==> src/rtl/upio_apb_ctrl_pkg.sv <==
// Shared register map and types for the user-plugin APB I/O controller.
// Byte offsets are decoded on PADDR[5:2]; upio_reg_e is that word index.
package upio_pkg;

   localparam int MAX_IO = 32;

   localparam logic [7:0] UPIO_DIR      = 8'h00;
   localparam logic [7:0] UPIO_OUT      = 8'h04;
   localparam logic [7:0] UPIO_IN       = 8'h08;
   localparam logic [7:0] UPIO_RISE_EN  = 8'h0C;
   localparam logic [7:0] UPIO_FALL_EN  = 8'h10;
   localparam logic [7:0] UPIO_STATUS   = 8'h14;
   localparam logic [7:0] UPIO_SRC_MASK = 8'h18;
   localparam logic [7:0] UPIO_SRC_RAW  = 8'h1C;
   localparam logic [7:0] UPIO_DEBOUNCE = 8'h20;

   typedef enum logic [3:0] {
      REG_DIR      = 4'd0,
      REG_OUT      = 4'd1,
      REG_IN       = 4'd2,
      REG_RISE_EN  = 4'd3,
      REG_FALL_EN  = 4'd4,
      REG_STATUS   = 4'd5,
      REG_SRC_MASK = 4'd6,
      REG_SRC_RAW  = 4'd7,
      REG_DEBOUNCE = 4'd8
   } upio_reg_e;

endpackage

==> src/rtl/upio_apb_ctrl_if.sv <==
// APB3 bus bundle for the user-plugin I/O controller.
interface upio_apb_if #(
   parameter int ADDR_W = 12
);
   logic [ADDR_W-1:0] PADDR;
   logic [31:0]       PWDATA;
   logic              PWRITE;
   logic              PSEL;
   logic              PENABLE;
   logic [31:0]       PRDATA;
   logic              PREADY;
   logic              PSLVERR;

   modport master (
      output PADDR, PWDATA, PWRITE, PSEL, PENABLE,
      input  PRDATA, PREADY, PSLVERR
   );

   modport slave (
      input  PADDR, PWDATA, PWRITE, PSEL, PENABLE,
      output PRDATA, PREADY, PSLVERR
   );
endinterface

==> src/rtl/upio_apb_ctrl_debounce.sv <==
// Per-pin debouncer: dout follows din only after din has differed for db_val+1 cycles.
// A db_val below the running count is reached only after the counter wraps.
module upio_debounce #(
   parameter int DB_CNT_W = 16
) (
   input  logic                clk_i,
   input  logic                rst_i,
   input  logic                din,
   input  logic [DB_CNT_W-1:0] db_val,
   output logic                dout
);

   logic [DB_CNT_W-1:0] cnt;

   always_ff @(posedge clk_i) begin
      if (rst_i) begin
         cnt  <= '0;
         dout <= 1'b0;
      end else if (din == dout) begin
         cnt  <= '0;
      end else if (cnt == db_val) begin
         dout <= din;
         cnt  <= '0;
      end else begin
         cnt  <= cnt + 1'b1;
      end
   end

endmodule

==> src/rtl/upio_apb_ctrl.sv <==
// User-plugin APB I/O slave: NUM_IO pins with edge interrupts plus masked external sources.
// Define UPIO_DEBOUNCE_EN to add per-pin debouncers and the DEBOUNCE register at 0x20.
module upio_apb_ctrl
   import upio_pkg::*;
#(
   parameter int NUM_IO   = 8,
   parameter int NUM_SRC  = 2,
   parameter int ADDR_W   = 12,
   parameter int DB_CNT_W = 16
) (
   input  logic               clk_i,
   input  logic               rst_i,
   upio_apb_if.slave          apb,
   input  logic [NUM_IO-1:0]  upio_in_i,
   output logic [NUM_IO-1:0]  upio_out_o,
   output logic [NUM_IO-1:0]  upio_dir_o,
   input  logic [NUM_SRC-1:0] src_int_i,
   output logic               int_o
);

   logic [ADDR_W-1:0]  paddr;
   logic [31:0]        pwdata;
   logic [3:0]         widx;
   upio_reg_e          reg_sel;
   logic               access, mapped, wr;
   logic               unused_bus;

   logic [NUM_IO-1:0]  dir_q, out_q, rise_en_q, fall_en_q, status_q;
   logic [NUM_SRC-1:0] mask_q;
   logic [NUM_IO-1:0]  s1, s2, filt, prev;
   logic [NUM_IO-1:0]  rise, fall, ev, clr;
   logic [MAX_IO-1:0]  rdata;

   assign paddr      = apb.PADDR;
   assign pwdata     = apb.PWDATA;
   assign unused_bus = ^{paddr, pwdata};
   assign widx       = paddr[5:2];
   assign reg_sel    = upio_reg_e'(widx);
   assign access     = apb.PSEL & apb.PENABLE;

`ifdef UPIO_DEBOUNCE_EN
   assign mapped = (widx <= 4'd8);
`else
   assign mapped = (widx <= 4'd7);
`endif

   assign wr = access & apb.PWRITE & mapped;

   always_ff @(posedge clk_i) begin
      if (rst_i) begin
         dir_q     <= '0;
         out_q     <= '0;
         rise_en_q <= '0;
         fall_en_q <= '0;
         mask_q    <= '0;
      end else if (wr) begin
         case (reg_sel)
            REG_DIR:      dir_q     <= pwdata[NUM_IO-1:0];
            REG_OUT:      out_q     <= pwdata[NUM_IO-1:0];
            REG_RISE_EN:  rise_en_q <= pwdata[NUM_IO-1:0];
            REG_FALL_EN:  fall_en_q <= pwdata[NUM_IO-1:0];
            REG_SRC_MASK: mask_q    <= pwdata[NUM_SRC-1:0];
            default: ;
         endcase
      end
   end

   assign upio_dir_o = dir_q;
   assign upio_out_o = out_q;

   // Two-flop synchroniser ahead of the filter; prev trails filt by one cycle.
   always_ff @(posedge clk_i) begin
      if (rst_i) begin
         s1   <= '0;
         s2   <= '0;
         prev <= '0;
      end else begin
         s1   <= upio_in_i;
         s2   <= s1;
         prev <= filt;
      end
   end

`ifdef UPIO_DEBOUNCE_EN
   logic [DB_CNT_W-1:0] db_q;

   always_ff @(posedge clk_i) begin
      if (rst_i)
         db_q <= '0;
      else if (wr && reg_sel == REG_DEBOUNCE)
         db_q <= pwdata[DB_CNT_W-1:0];
   end

   for (genvar i = 0; i < NUM_IO; i++) begin : g_db
      upio_debounce #(.DB_CNT_W(DB_CNT_W)) u_db (
         .clk_i  (clk_i),
         .rst_i  (rst_i),
         .din    (s2[i]),
         .db_val (db_q),
         .dout   (filt[i])
      );
   end
`else
   logic [DB_CNT_W-1:0] db_unused;
   assign db_unused = '0;

   always_ff @(posedge clk_i) begin
      if (rst_i)
         filt <= '0;
      else
         filt <= s2;
   end
`endif

   assign rise = filt & ~prev;
   assign fall = ~filt & prev;
   assign ev   = (rise & rise_en_q) | (fall & fall_en_q);
   assign clr  = (wr && reg_sel == REG_STATUS) ? pwdata[NUM_IO-1:0] : '0;

   // New events are ORed in after the clear so a colliding set survives.
   always_ff @(posedge clk_i) begin
      if (rst_i) begin
         status_q <= '0;
         int_o    <= 1'b0;
      end else begin
         status_q <= (status_q & ~clr) | ev;
         int_o    <= (|status_q) | (|(src_int_i & mask_q));
      end
   end

   always_comb begin
      rdata = '0;
      case (reg_sel)
         REG_DIR:      rdata[NUM_IO-1:0]  = dir_q;
         REG_OUT:      rdata[NUM_IO-1:0]  = out_q;
         REG_IN:       rdata[NUM_IO-1:0]  = filt;
         REG_RISE_EN:  rdata[NUM_IO-1:0]  = rise_en_q;
         REG_FALL_EN:  rdata[NUM_IO-1:0]  = fall_en_q;
         REG_STATUS:   rdata[NUM_IO-1:0]  = status_q;
         REG_SRC_MASK: rdata[NUM_SRC-1:0] = mask_q;
         REG_SRC_RAW:  rdata[NUM_SRC-1:0] = src_int_i;
`ifdef UPIO_DEBOUNCE_EN
         REG_DEBOUNCE: rdata[DB_CNT_W-1:0] = db_q;
`endif
         default:      rdata = '0;
      endcase
   end

   assign apb.PRDATA  = (access && mapped) ? rdata : '0;
   assign apb.PREADY  = 1'b1;
   assign apb.PSLVERR = access & ~mapped;

endmodule

==> src/flat_wrapper.sv <==
// flat-port wrapper written by rule: the top's interface ports become plain ports
module upio_apb_ctrl_flat import upio_pkg::*;
#(
   parameter int NUM_IO   = 8,
   parameter int NUM_SRC  = 2,
   parameter int ADDR_W   = 12,
   parameter int DB_CNT_W = 16
)
  (clk_i, rst_i, upio_in_i, upio_out_o, upio_dir_o, src_int_i, int_o, apb_PADDR, apb_PWDATA, apb_PWRITE, apb_PSEL, apb_PENABLE, apb_PRDATA, apb_PREADY, apb_PSLVERR);
  upio_apb_if #(.ADDR_W(ADDR_W)) apb_i ();
  input  logic clk_i;
  input  logic rst_i;
  input  logic [NUM_IO-1:0] upio_in_i;
  output logic [NUM_IO-1:0] upio_out_o;
  output logic [NUM_IO-1:0] upio_dir_o;
  input  logic [NUM_SRC-1:0] src_int_i;
  output logic int_o;
  input wire logic [$bits(apb_i.PADDR)-1:0] apb_PADDR;
  input wire logic [$bits(apb_i.PWDATA)-1:0] apb_PWDATA;
  input wire logic [$bits(apb_i.PWRITE)-1:0] apb_PWRITE;
  input wire logic [$bits(apb_i.PSEL)-1:0] apb_PSEL;
  input wire logic [$bits(apb_i.PENABLE)-1:0] apb_PENABLE;
  output wire logic [$bits(apb_i.PRDATA)-1:0] apb_PRDATA;
  output wire logic [$bits(apb_i.PREADY)-1:0] apb_PREADY;
  output wire logic [$bits(apb_i.PSLVERR)-1:0] apb_PSLVERR;
  assign apb_i.PADDR = apb_PADDR;
  assign apb_i.PWDATA = apb_PWDATA;
  assign apb_i.PWRITE = apb_PWRITE;
  assign apb_i.PSEL = apb_PSEL;
  assign apb_i.PENABLE = apb_PENABLE;
  assign apb_PRDATA = apb_i.PRDATA;
  assign apb_PREADY = apb_i.PREADY;
  assign apb_PSLVERR = apb_i.PSLVERR;
  upio_apb_ctrl #(.NUM_IO(NUM_IO), .NUM_SRC(NUM_SRC), .ADDR_W(ADDR_W), .DB_CNT_W(DB_CNT_W)) u_core (.clk_i(clk_i), .rst_i(rst_i), .apb(apb_i), .upio_in_i(upio_in_i), .upio_out_o(upio_out_o), .upio_dir_o(upio_dir_o), .src_int_i(src_int_i), .int_o(int_o));
endmodule
==> config.mk <==
export PLATFORM = sky130hd
export DESIGN_NAME = upio_apb_ctrl_flat
export DESIGN_NICKNAME = d
export VERILOG_FILES = /design/src/rtl/upio_apb_ctrl_pkg.sv /design/src/rtl/upio_apb_ctrl_if.sv /design/src/rtl/upio_apb_ctrl_debounce.sv /design/src/rtl/upio_apb_ctrl.sv /design/src/flat_wrapper.sv
export SDC_FILE = /design/constraint.sdc
export NUM_CORES = 1
export LEC_CHECK = 0
export ABC_CLOCK_PERIOD_IN_PS = 1400
export BUFFER_PORTS_ARGS = -buffer_cell sky130_fd_sc_hd__buf_2
export CORE_ASPECT_RATIO = 1.75
export CORE_MARGIN = 4
export CORE_UTILIZATION = 51
export CTS_CLUSTER_SIZE = 14
export DETAILED_ROUTE_END_ITERATION = 12
export HOLD_SLACK_MARGIN = 0.06
export PLACE_DENSITY = 0.8
export SLEW_MARGIN = 15
export SYNTH_ARGS = -nofsm -noshare
export SYNTH_HDL_FRONTEND = slang
export SYNTH_SLANG_ARGS = --single-unit
==> constraint.sdc <==
create_clock -name clk_i -period 1.4 [get_ports clk_i]
set_input_delay 0.07 -clock clk_i [delete_from_list [all_inputs] [get_ports clk_i]]
set_output_delay 0.07 -clock clk_i [all_outputs]
set_load 0.01 [all_outputs]
# == Word level (Yosys, flattened, before mapping) ==
# Cells that the tools add are included.
# word_totals
out_inout_bits,51
elab_cells,50
register_bits,75
inputBits,59
# op_classes
n_eq_ne,7
n_mux,4
reduce_logical,10
bitwise,17
order_cmp,1
# ops
cell,count
$and 8x8->8,5
$pmux 6 s6,1
$not 8->8,3
$eq 4x3->1 const B,4
$mux 8,2
$or 8x8->8,2
$pmux 2 s8,1
$reduce_and 2->1,5
$eq 4x2->1 const B,2
$reduce_or 8->1,1
$and 1x1->1,4
$eq 4x1->1 const B,1
$le 4x3->1 const B,1
$logic_not 4->1,1
$and 2x2->2,1
$logic_and 1x1->1,2
$reduce_or 2->1,1
$not 1->1,1
$or 1x1->1,1

# == Logic depth before layout (Yosys ltp) ==
# Gate-level depths: netlist (run 1).
# depth
ltp_word,8
depth_mapped,6
mapped_depth_nobuf,3

# == Worst setup path after synthesis (run 1) ==
# No wires, ideal clock.
# synth_path
path_kind,in2reg
from,in apb_PADDR[5]
to,reg u_core.status_q[6]
path_stages,6
path_slack_ns,0.159
path_buffers,3
arrival_ns,1.109
path_cell_list,buf_6 or3b_1 buf_6 buf_6 o31ai_2 a31oi_1
# synth_between
elab_chain_cells,7
# synth_rtl
element,line_no,source
"start, declared",flat_wrapper.sv:18,input wire logic [$bits(apb_i.PADDR)-1:0] apb_PADDR;
$le 4x3->1,upio_apb_ctrl.sv:44,assign mapped = (widx <= 4'd7);
$and 1x1->1,upio_apb_ctrl.sv:47,assign wr = access & apb.PWRITE & mapped;
$logic_and 1x1->1 (*),upio_apb_ctrl.sv:118,assign clr = (wr && reg_sel == REG_STATUS) ? pwdata[NUM_IO-1:0] : '0;
$mux 8 (*),upio_apb_ctrl.sv:118,
$not 8->8 (*),upio_apb_ctrl.sv:126,status_q <= (status_q & ~clr) | ev;
$and 8x8->8 (*),upio_apb_ctrl.sv:126,
$or 8x8->8 (*),upio_apb_ctrl.sv:126,
"end signal, assigned",upio_apb_ctrl.sv:126,
"end, declared",upio_apb_ctrl.sv:28,"logic [NUM_IO-1:0] dir_q, out_q, rise_en_q, fall_en_q, status_q;"
# Every way passes the cells marked *; elsewhere a longest branch is shown, timed or not.
# A chain may end at the register's enable or synchronous reset.

# == Final worst setup path (run 1) ==
# layout_path
from,reg u_core.filt[1]
to,out apb_PRDATA[1]
# layout_between
elab_chain_cells,2
# layout_rtl
element,line_no,source
"start, declared",upio_apb_ctrl.sv:30,"logic [NUM_IO-1:0] s1, s2, filt, prev;"
"start signal, assigned",upio_apb_ctrl.sv:109,filt <= '0;
"start signal, assigned",upio_apb_ctrl.sv:111,filt <= s2;
$pmux 2 s8,upio_apb_ctrl.sv:133,case (reg_sel)
$mux 8,upio_apb_ctrl.sv:149,assign apb.PRDATA = (access && mapped) ? rdata : '0;
"end, declared",flat_wrapper.sv:23,output wire logic [$bits(apb_i.PRDATA)-1:0] apb_PRDATA;
# No other way between the ends.

==> impl_metrics.env, run 1 <==
export IMPL_status="complete, but fails checks"
export IMPL_failed_checks="negative setup slack"
export IMPL_grt_use_total_pct=21.8
export IMPL_synth_common_cells="75 x dfxtp_1, 39 x a21oi_1, 33 x nor2b_1"
export IMPL_layout_drive_gt1_share_pct=32.6
export IMPL_slew_violations=0
export IMPL_port_buffers=52
export IMPL_worstMarginPinSlew_ns=0.509
export IMPL_power_total_mw=4.93
export IMPL_rsz0062_at_grt="true"
export IMPL_ios=110
export IMPL_p_per_area_nw_per_um2=1130
export IMPL_synth_seq_area_share_pct=44.3
export IMPL_synth_top_area_cell="dfxtp_1"
export IMPL_yosysWarnings=0
export IMPL_postRouteAntennaNets=0
export IMPL_clkLatencyLatePin_ns=0.33
export IMPL_rows=39
export IMPL_drt_iter0_drc=302
export IMPL_synth_top_area_share_pct=44.3
export IMPL_numCtsBuffers=9
export IMPL_fill_cells=497
export IMPL_dp_cells=497
export IMPL_place_area_um2=3740
export IMPL_diodes=0
export IMPL_drt_total_wl_um=8740
export IMPL_synth_seq_cells=75
export IMPL_dp_slack_ns=-0.00543
export IMPL_gp_congestion=0.875
export IMPL_core_area_um2=6490
export IMPL_power_leakage_nw=1.74
export IMPL_finalCritPeriodShare_pct=110
export IMPL_dpl_hpwl_um=5550
export IMPL_cts_clk_slew_worst_paths_ns=0.06
export IMPL_area_delta_synth_final_pct=28.5
export IMPL_nets=511
export IMPL_setup_viol=3
export IMPL_cts_sinks=75
export IMPL_viasPerCell=5.74
export IMPL_floorplan_initialDensity_pct=52.2
export IMPL_crit_fanout=4
export IMPL_grt_pass1_wl_um=13800
export IMPL_yosysMostFrequentCell="dfxtp_1"
export IMPL_grt_pass1_vias=2928
export IMPL_async_reset_ff_share_pct=0
export IMPL_reg2reg_from="u_core.mask_q[0]$_SDFFE_PP0P_"
export IMPL_dieWidth_um=69.6
export IMPL_overflow=0
export IMPL_final_cell_area_um2=4360
export IMPL_final_setup_tns_ns=-0.327
export IMPL_cp_end_kind="output port"
export IMPL_vias=3096
export IMPL_ir_worst_vdd_v=0.00109
export IMPL_arrival_ns=1.47
export IMPL_synth_edf_count=0
export IMPL_wire_per_inst_um=16.2
export IMPL_antenna_found_initial=0
export IMPL_finClkSkew_ns=0.00491
export IMPL_htree_levels=3
export IMPL_die_area_um2=8070
export IMPL_setup_ws_ns=-0.142
export IMPL_cts_tree="yes"
export IMPL_hold_path_class="in -> reg"
export IMPL_worstHoldStart="rst_i"
export IMPL_finalCriticalPeriod_ns=1.54
export IMPL_clockBufferDepth=2
export IMPL_syn_inst=366
export IMPL_start_kind="register"
export IMPL_fp_dieH_um=116
export IMPL_worstPathRequired_ns=1.33
export IMPL_yosys_top_cells_area="dfxtp_1 44%, buf_4 6.2%, nor2b_1 6.1%"
export IMPL_fmax_mhz=649
export IMPL_cts_root_buf="clkbuf_16"
export IMPL_grt_max_degree=76
export IMPL_netlist_area_um2=3390
export IMPL_drv_cap=0
export IMPL_ys_flop_type="dfxtp_1"
export IMPL_drc=0
export IMPL_slew_headroom_pct=65.8
export IMPL_avgSynthCellArea_um2=9.26
export IMPL_startpoint="u_core.filt[1]$_SDFF_PP0_"
export IMPL_crit_type="reg -> out"
export IMPL_stdcell_count=539
export IMPL_drt_pre_antenna_iters=5
export IMPL_finalHoldViolCount=0
export IMPL_synth_cell_types=35
-- worst max-delay path, cell delays in order, from the launching register on --
cell,delay [ns]
dfxtp_2,0.34
mux4_2,0.45
mux2i_1,0.16
nor2_1,0.06
buf_2,0.13
-- through the flow --
step	hold slack [ns]	utilization (%)
4_1_cts	0.210	66.6
2_1_floorplan	0.198	-
6_report	0.205	67.1
3_3_place_gp	0.277	57.7
5_1_grt	0.244	67.1
3_5_place_dp	0.283	57.7
-- registers in the layout, summed over array words and instances (netlist names) --
name               flops
u_core.fall_en_q       8
u_core.filt            8
u_core.prev            8
u_core.rise_en_q       8
u_core.s1              8
u_core.s2              8
u_core.status_q        8
u_core.upio_dir_o      8
u_core.upio_out_o      8
u_core.mask_q          2
u_core.int_o           1
-- per-layer routing --
layer  vias to the layer above  part of all wire [%]  track usage, %  wire length, um
li1                       1420                     -               -                -
met1                      1489                    37            22.8             3260
met2                       166                    52            38.9             4560
met3                        21                   7.5            5.12              659
met4                         0                   3.0            14.6              259
met5                         -                     0               0                0
-- layout by cell type (no fill, tap or decap), drive strengths merged, types with 12 or more instances in the layout --
cell,n
buf,87
dfxtp,75
a21oi,40
nor2b,33
nand3,32
o21ai,32
conb,25
nand3b,18
dlygate4sd3,18
mux2i,12
clkbuf,12
-- final cells by class --
class / instances / area [um^2] / area share (%)
Tap cell: 82 / 103 / 2.35
Multi-Input combinational cell: 253 / 1640 / 37.6
Timing Repair Buffer: 105 / 741 / 17.0
Inverter: 8 / 30.0 / 0.689
Clock inverter: 4 / 47.5 / 1.09
Sequential cell: 75 / 1530 / 35.1
Clock buffer: 12 / 267 / 6.12
-- report_power, final --
part           total, mW  switching, mW  internal (mW)
logic              0.394          0.223          0.171
registers           2.19         0.0140           2.17
clock network       2.36          0.838           1.52
-- kinds of logic after synthesis --
family          share of synthesized area [%]
buf+inv                                  10.8
other cells                             0.221
simple gates                             19.6
mux                                      8.86
compound gates                           16.3
flops                                    44.3
-- final timing paths --
check,to,slack (ns),cells past startpoint
setup / recovery,apb_PRDATA[1],-0.14,4
hold / removal,u_core.filt[0]$_SDFF_PP0_,0.21,3
setup reg to reg,u_core.int_o$_SDFF_PP0_,0.12,3
hold reg to reg,u_core.s2[6]$_SDFF_PP0_,0.43,1
-- repair_timing --
action,in CTS,in global routing
pin swaps,1,3
endpoints found under the hold margin,40,0
gates resized for setup,12,19
hold buffers,18,0
buffers inserted,8,0
endpoints found under the setup margin,7,8
Power figures use the tool's default switching activity.
==> inputs of run 2 (changes only) <==
- SETUP_SLACK_MARGIN: default -> 0.02
==> run 2 against run 1 <==
The flow still finishes with violations (negative setup slack). Highest routed layer unchanged. Via count fell by 0.74%. Design area fell by 0.11%. Worst setup slack barely moved. Combinational power barely moved. Critical path depth did not move.
==> impl_metrics.env, run 2 (synthesis gave the netlist of run 1 again) <==
export IMPL_clockBufferDepth=2
export IMPL_worstMarginPinSlew_ns=0.487
export IMPL_drv_cap=0
export IMPL_status="complete, but fails checks"
export IMPL_setup_viol=3
export IMPL_postRouteAntennaNets=0
export IMPL_final_common_cell="buf_2"
export IMPL_power_total_mw=4.94
export IMPL_cts_root_buf="clkbuf_16"
export IMPL_wire_per_inst_um=16.1
export IMPL_slew_headroom_pct=67.2
export IMPL_cp_end_kind="output port"
export IMPL_grt_use_total_pct=22.0
export IMPL_min_delay_path_depth=3
export IMPL_core_area_um2=6490
export IMPL_layout_drive_gt1_share_pct=33.3
export IMPL_most_common_layout_cells="52 x buf_2, 50 x dfxtp_1, 36 x a21oi_1"
export IMPL_crit_type="reg -> out"
export IMPL_drt_pre_antenna_iters=6
export IMPL_gp_congestion=0.875
export IMPL_clkLatencyLatePin_ns=0.33
export IMPL_hold_path_endpoint="u_core.int_o$_SDFF_PP0_"
export IMPL_crit_fanout=4
export IMPL_hold_path_class="in -> reg"
export IMPL_grt_max_degree=76
export IMPL_r2r_end="u_core.int_o$_SDFF_PP0_"
export IMPL_r2r_setup_slack_ns=0.24
export IMPL_antenna_found_initial=0
export IMPL_nets=510
export IMPL_fp_dieH_um=116
export IMPL_drt_iter0_drc=334
export IMPL_drc=0
export IMPL_rows=39
export IMPL_finClkSkew_ns=0.00553
export IMPL_viasPerCell=5.71
export IMPL_p_per_area_nw_per_um2=1130
export IMPL_dp_slack_ns=-0.00543
export IMPL_floorplan_initialDensity_pct=52.2
export IMPL_grt_pass1_vias=2936
export IMPL_fin_util_pct=67.1
export IMPL_start_kind="register"
export IMPL_place_area_um2=3740
export IMPL_numCtsBuffers=9
export IMPL_finalHoldViolCount=0
export IMPL_finalCritPeriodShare_pct=110
export IMPL_arrival_ns=1.47
export IMPL_area_delta_synth_final_pct=28.3
export IMPL_setup_ws_ns=-0.142
export IMPL_reg2reg_depth=3
export IMPL_port_buffers=52
export IMPL_ir_worst_vdd_v=0.00109
export IMPL_cts_clk_slew_worst_paths_ns=0.06
export IMPL_slew_violations=0
export IMPL_failed_checks="negative setup slack"
export IMPL_diodes=0
export IMPL_finalCriticalPeriod_ns=1.54
export IMPL_dpl_hpwl_um=5550
export IMPL_cts_tree="yes"
export IMPL_final_setup_tns_ns=-0.317
export IMPL_whs_ns=0.0617
export IMPL_rsz0062_at_grt="true"
export IMPL_vias=3073
export IMPL_power_leakage_nw=1.74
export IMPL_final_cell_area_um2=4350
export IMPL_drt_total_wl_um=8690
export IMPL_ios=110
export IMPL_htree_levels=3
export IMPL_worstPathRequired_ns=1.33
export IMPL_fmax_mhz=649
export IMPL_overflow=0
export IMPL_die_area_um2=8070
export IMPL_dp_cells=497
export IMPL_grt_pass1_wl_um=13900
export IMPL_dieWidth_um=69.6
export IMPL_worstHoldStart="src_int_i[1]"
export IMPL_reg2reg_from="u_core.status_q[0]$_SDFF_PP0_"
export IMPL_stdcell_count=538
export IMPL_cts_sinks=75
## run 2: critical path, stage by stage, from the launching register on
cell and delay [ns]:
dfxtp_2 0.34, mux4_2 0.45, mux2i_1 0.16, nor2_1 0.06, buf_2 0.13
## run 2: power breakdown
part,internal (mW),switching (mW)
logic,0.172,0.222
registers,2.17,0.0140
clock network,1.52,0.838
## run 2: layout make-up
cell class	count	area [um^2]
Tap cell	82	103
Fill cell	495	2140
Clock inverter	4	47.5
Timing Repair Buffer	104	731
Multi-Input combinational cell	253	1640
Sequential cell	75	1530
Inverter	8	30.0
Clock buffer	12	267
## run 2: what timing repair did
item / 4_1_cts / 5_1_grt
hold buffers: 18 / 0
hold endpoints to repair: 40 / 0
setup endpoints to repair: 7 / 9
gates resized for setup: 15 / 19
pin swaps: 1 / 1
setup buffers: 8 / 0
## run 2: routing by layer
layer	part of all wire [%]	wire length, um	global-route usage [%]
met1	37	3230	23.0
met2	52	4550	39.1
met3	7.4	640	5.21
met4	3.1	271	14.7
met5	0	0	0
## run 2: worst max path at each step
stage	to	slack, ns	start	cells past startpoint
4_1_cts	apb_PRDATA[1]	-0.13	u_core.upio_out_o[1]$_SDFFE_PP0P_	4
2_1_floorplan	u_core.status_q[6]$_SDFF_PP0_	0.16	apb_PADDR[5]	6
6_report	apb_PRDATA[1]	-0.14	u_core.filt[1]$_SDFF_PP0_	4
3_3_place_gp	apb_PRDATA[7]	-0.01	apb_PADDR[5]	5
3_5_place_dp	apb_PRDATA[7]	-0.005	apb_PADDR[5]	5
5_1_grt	apb_PRDATA[1]	-0.23	u_core.filt[1]$_SDFF_PP0_	4
==> inputs of run 3 (changes only) <==
- CORE_UTILIZATION: 51 -> 50
- PLACE_DENSITY: 0.8 -> 0.79
==> run 3 against run 2 <==
The flow still finishes with violations (negative setup slack). Critical path depth is the same. Via count rose by 0.20%. Clock skew increased by 0.0019 ns. Register-to-register slack better by 0.02 ns. Core utilization shrank 1.7 points. Critical path type unchanged. Critical endpoint is now apb_PRDATA[6]. Highest routed layer unchanged.
==> impl_metrics.env, run 3 (synthesis gave the netlist of run 1 again) <==
export IMPL_final_common_cell="buf_2"
export IMPL_hold_path_class="in -> reg"
export IMPL_ios=110
export IMPL_start_kind="register"
export IMPL_worstHoldStart="apb_PWDATA[0]"
export IMPL_wire_per_inst_um=16.5
export IMPL_postRouteAntennaNets=0
export IMPL_finalCritPeriodShare_pct=108
export IMPL_most_common_layout_cells="50 x buf_2, 47 x dfxtp_1, 37 x a21oi_1"
export IMPL_diodes=0
export IMPL_port_buffers=52
export IMPL_clkLatencyLatePin_ns=0.33
export IMPL_status="complete, but fails checks"
export IMPL_multiInputGateArea_um2=1630
export IMPL_cts_tree="yes"
export IMPL_cts_clk_slew_worst_paths_ns=0.06
export IMPL_power_leakage_nw=1.71
export IMPL_cts_sinks=75
export IMPL_r2r_end="u_core.int_o$_SDFF_PP0_"
export IMPL_finalHoldViolCount=0
export IMPL_min_delay_path_depth=3
export IMPL_grt_pass1_vias=3067
export IMPL_antenna_found_initial=0
export IMPL_ir_worst_vdd_v=0.00138
export IMPL_p_per_area_nw_per_um2=1080
export IMPL_gp_congestion=0.836
export IMPL_vias=3079
export IMPL_htree_levels=3
export IMPL_core_area_um2=6590
export IMPL_reg2reg_from="u_core.status_q[0]$_SDFF_PP0_"
export IMPL_crit_type="reg -> out"
export IMPL_setup_viol=3
export IMPL_crit_fanout=2
export IMPL_clockBufferDepth=2
export IMPL_dp_cells=496
export IMPL_rsz0062_at_grt="true"
export IMPL_numCtsBuffers=9
export IMPL_nets=509
export IMPL_reg2reg_depth=3
export IMPL_die_area_um2=8220
export IMPL_dpl_hpwl_um=5620
export IMPL_r2r_setup_slack_ns=0.26
export IMPL_grt_max_degree=76
export IMPL_failed_checks="negative setup slack"
export IMPL_setup_ws_ns=-0.114
export IMPL_whs_ns=0.0725
export IMPL_cp_end_kind="output port"
export IMPL_slew_violations=0
export IMPL_stdcell_count=537
export IMPL_rows=39
export IMPL_grt_pass1_wl_um=14400
export IMPL_drt_pre_antenna_iters=7
export IMPL_dieWidth_um=70.3
export IMPL_floorplan_initialDensity_pct=51.5
export IMPL_layout_drive_gt1_share_pct=33.4
export IMPL_fmax_mhz=660
export IMPL_fp_dieH_um=117
export IMPL_overflow=0
export IMPL_hold_path_endpoint="u_core.upio_dir_o[0]$_SDFFE_PP0P_"
export IMPL_fill_cells=546
export IMPL_arrival_ns=1.44
export IMPL_drt_iter0_drc=294
export IMPL_worstPathRequired_ns=1.33
export IMPL_finalCriticalPeriod_ns=1.51
export IMPL_cts_root_buf="clkbuf_16"
export IMPL_drv_cap=0
export IMPL_dp_slack_ns=-0.0136
export IMPL_register_area_um2=1540
export IMPL_drt_total_wl_um=8870
export IMPL_grt_use_total_pct=22.1
export IMPL_drc=0
export IMPL_finClkSkew_ns=0.00740
export IMPL_area_delta_synth_final_pct=26.9
export IMPL_viasPerCell=5.73
==> run 3: changes by cell type in the layout (fill, tap and decap cells not counted), moves of 2 or more <==
| cell | previous run | this run |
|---|---|---|
| clkbuf_8 | 3 | 0 |
| dfxtp_1 | 50 | 47 |
| dfxtp_2 | 25 | 28 |
| buf_2 | 52 | 50 |
| dlygate4sd3_1 | 17 | 15 |
| buf_6 | 0 | 3 |
| clkinv_4 | 0 | 2 |
==> run 3: critical path, cell delays in order, from the launching register on <==
cell,delay (ns)
dfxtp_2,0.33
mux4_2,0.48
nand2b_1,0.09
a21oi_1,0.06
buf_2,0.16
==> run 3: worst max path at each step <==
stage / slack (ns) / start / to / depth (start not counted)
after floorplan: 0.16 / apb_PADDR[5] / u_core.status_q[6]$_SDFF_PP0_ / 6
after global placement: 0.01 / apb_PADDR[5] / apb_PRDATA[5] / 6
after detailed placement: -0.01 / apb_PADDR[5] / u_core.status_q[3]$_SDFF_PP0_ / 5
after CTS: -0.11 / u_core.status_q[1]$_SDFF_PP0_ / apb_PRDATA[1] / 4
after global routing: -0.18 / u_core.rise_en_q[6]$_SDFFE_PP0P_ / apb_PRDATA[6] / 4
final: -0.11 / u_core.rise_en_q[6]$_SDFFE_PP0P_ / apb_PRDATA[6] / 4
==> run 3: repair_timing <==
item,CTS,global route
resized for setup,15,24
endpoints found under the setup margin,7,8
buffers inserted,5,5
hold endpoints to repair,35,0
hold buffers,15,0
pin swaps,2,5
==> run 3: stage by stage <==
stage	util [%]	instance area [um^2]	power, mW	TNS, ns
floorplan	-	3480	2.48	0
CTS	64.1	4220	4.67	-0.322
finish	65.3	4300	4.64	-0.299
global placement	56.7	3740	2.56	0
detailed placement	56.7	3740	2.57	-0.0227
global route	65.3	4300	4.81	-0.540
==> run 3: power by group <==
| part | switching (mW) | internal, mW | total (mW) |
|---|---|---|---|
| combinational | 0.225 | 0.171 | 0.396 |
| clock | 0.863 | 1.20 | 2.06 |
| sequential | 0.0136 | 2.17 | 2.18 |
| total | 1.10 | 3.54 | 4.64 |
==> run 3: layout make-up <==
class | count | share of cell area [%]
clock buffers | 10 | 5.32
clock inverters | 6 | 0.988
inverters | 8 | 0.698
multi-input cells | 253 | 37.8
flip-flops and latches | 75 | 35.7
well taps | 82 | 2.38
repair buffers | 103 | 17.1
==> run 3: per-layer routing <==
metal  track usage [%]  vias up  wire length (um)
met1              24.0     1467              3330
met5                 0        -                 0
li1                  -     1422                 -
met2              38.4      160              4650
met4              14.5        0               316
met3              4.87       30               575
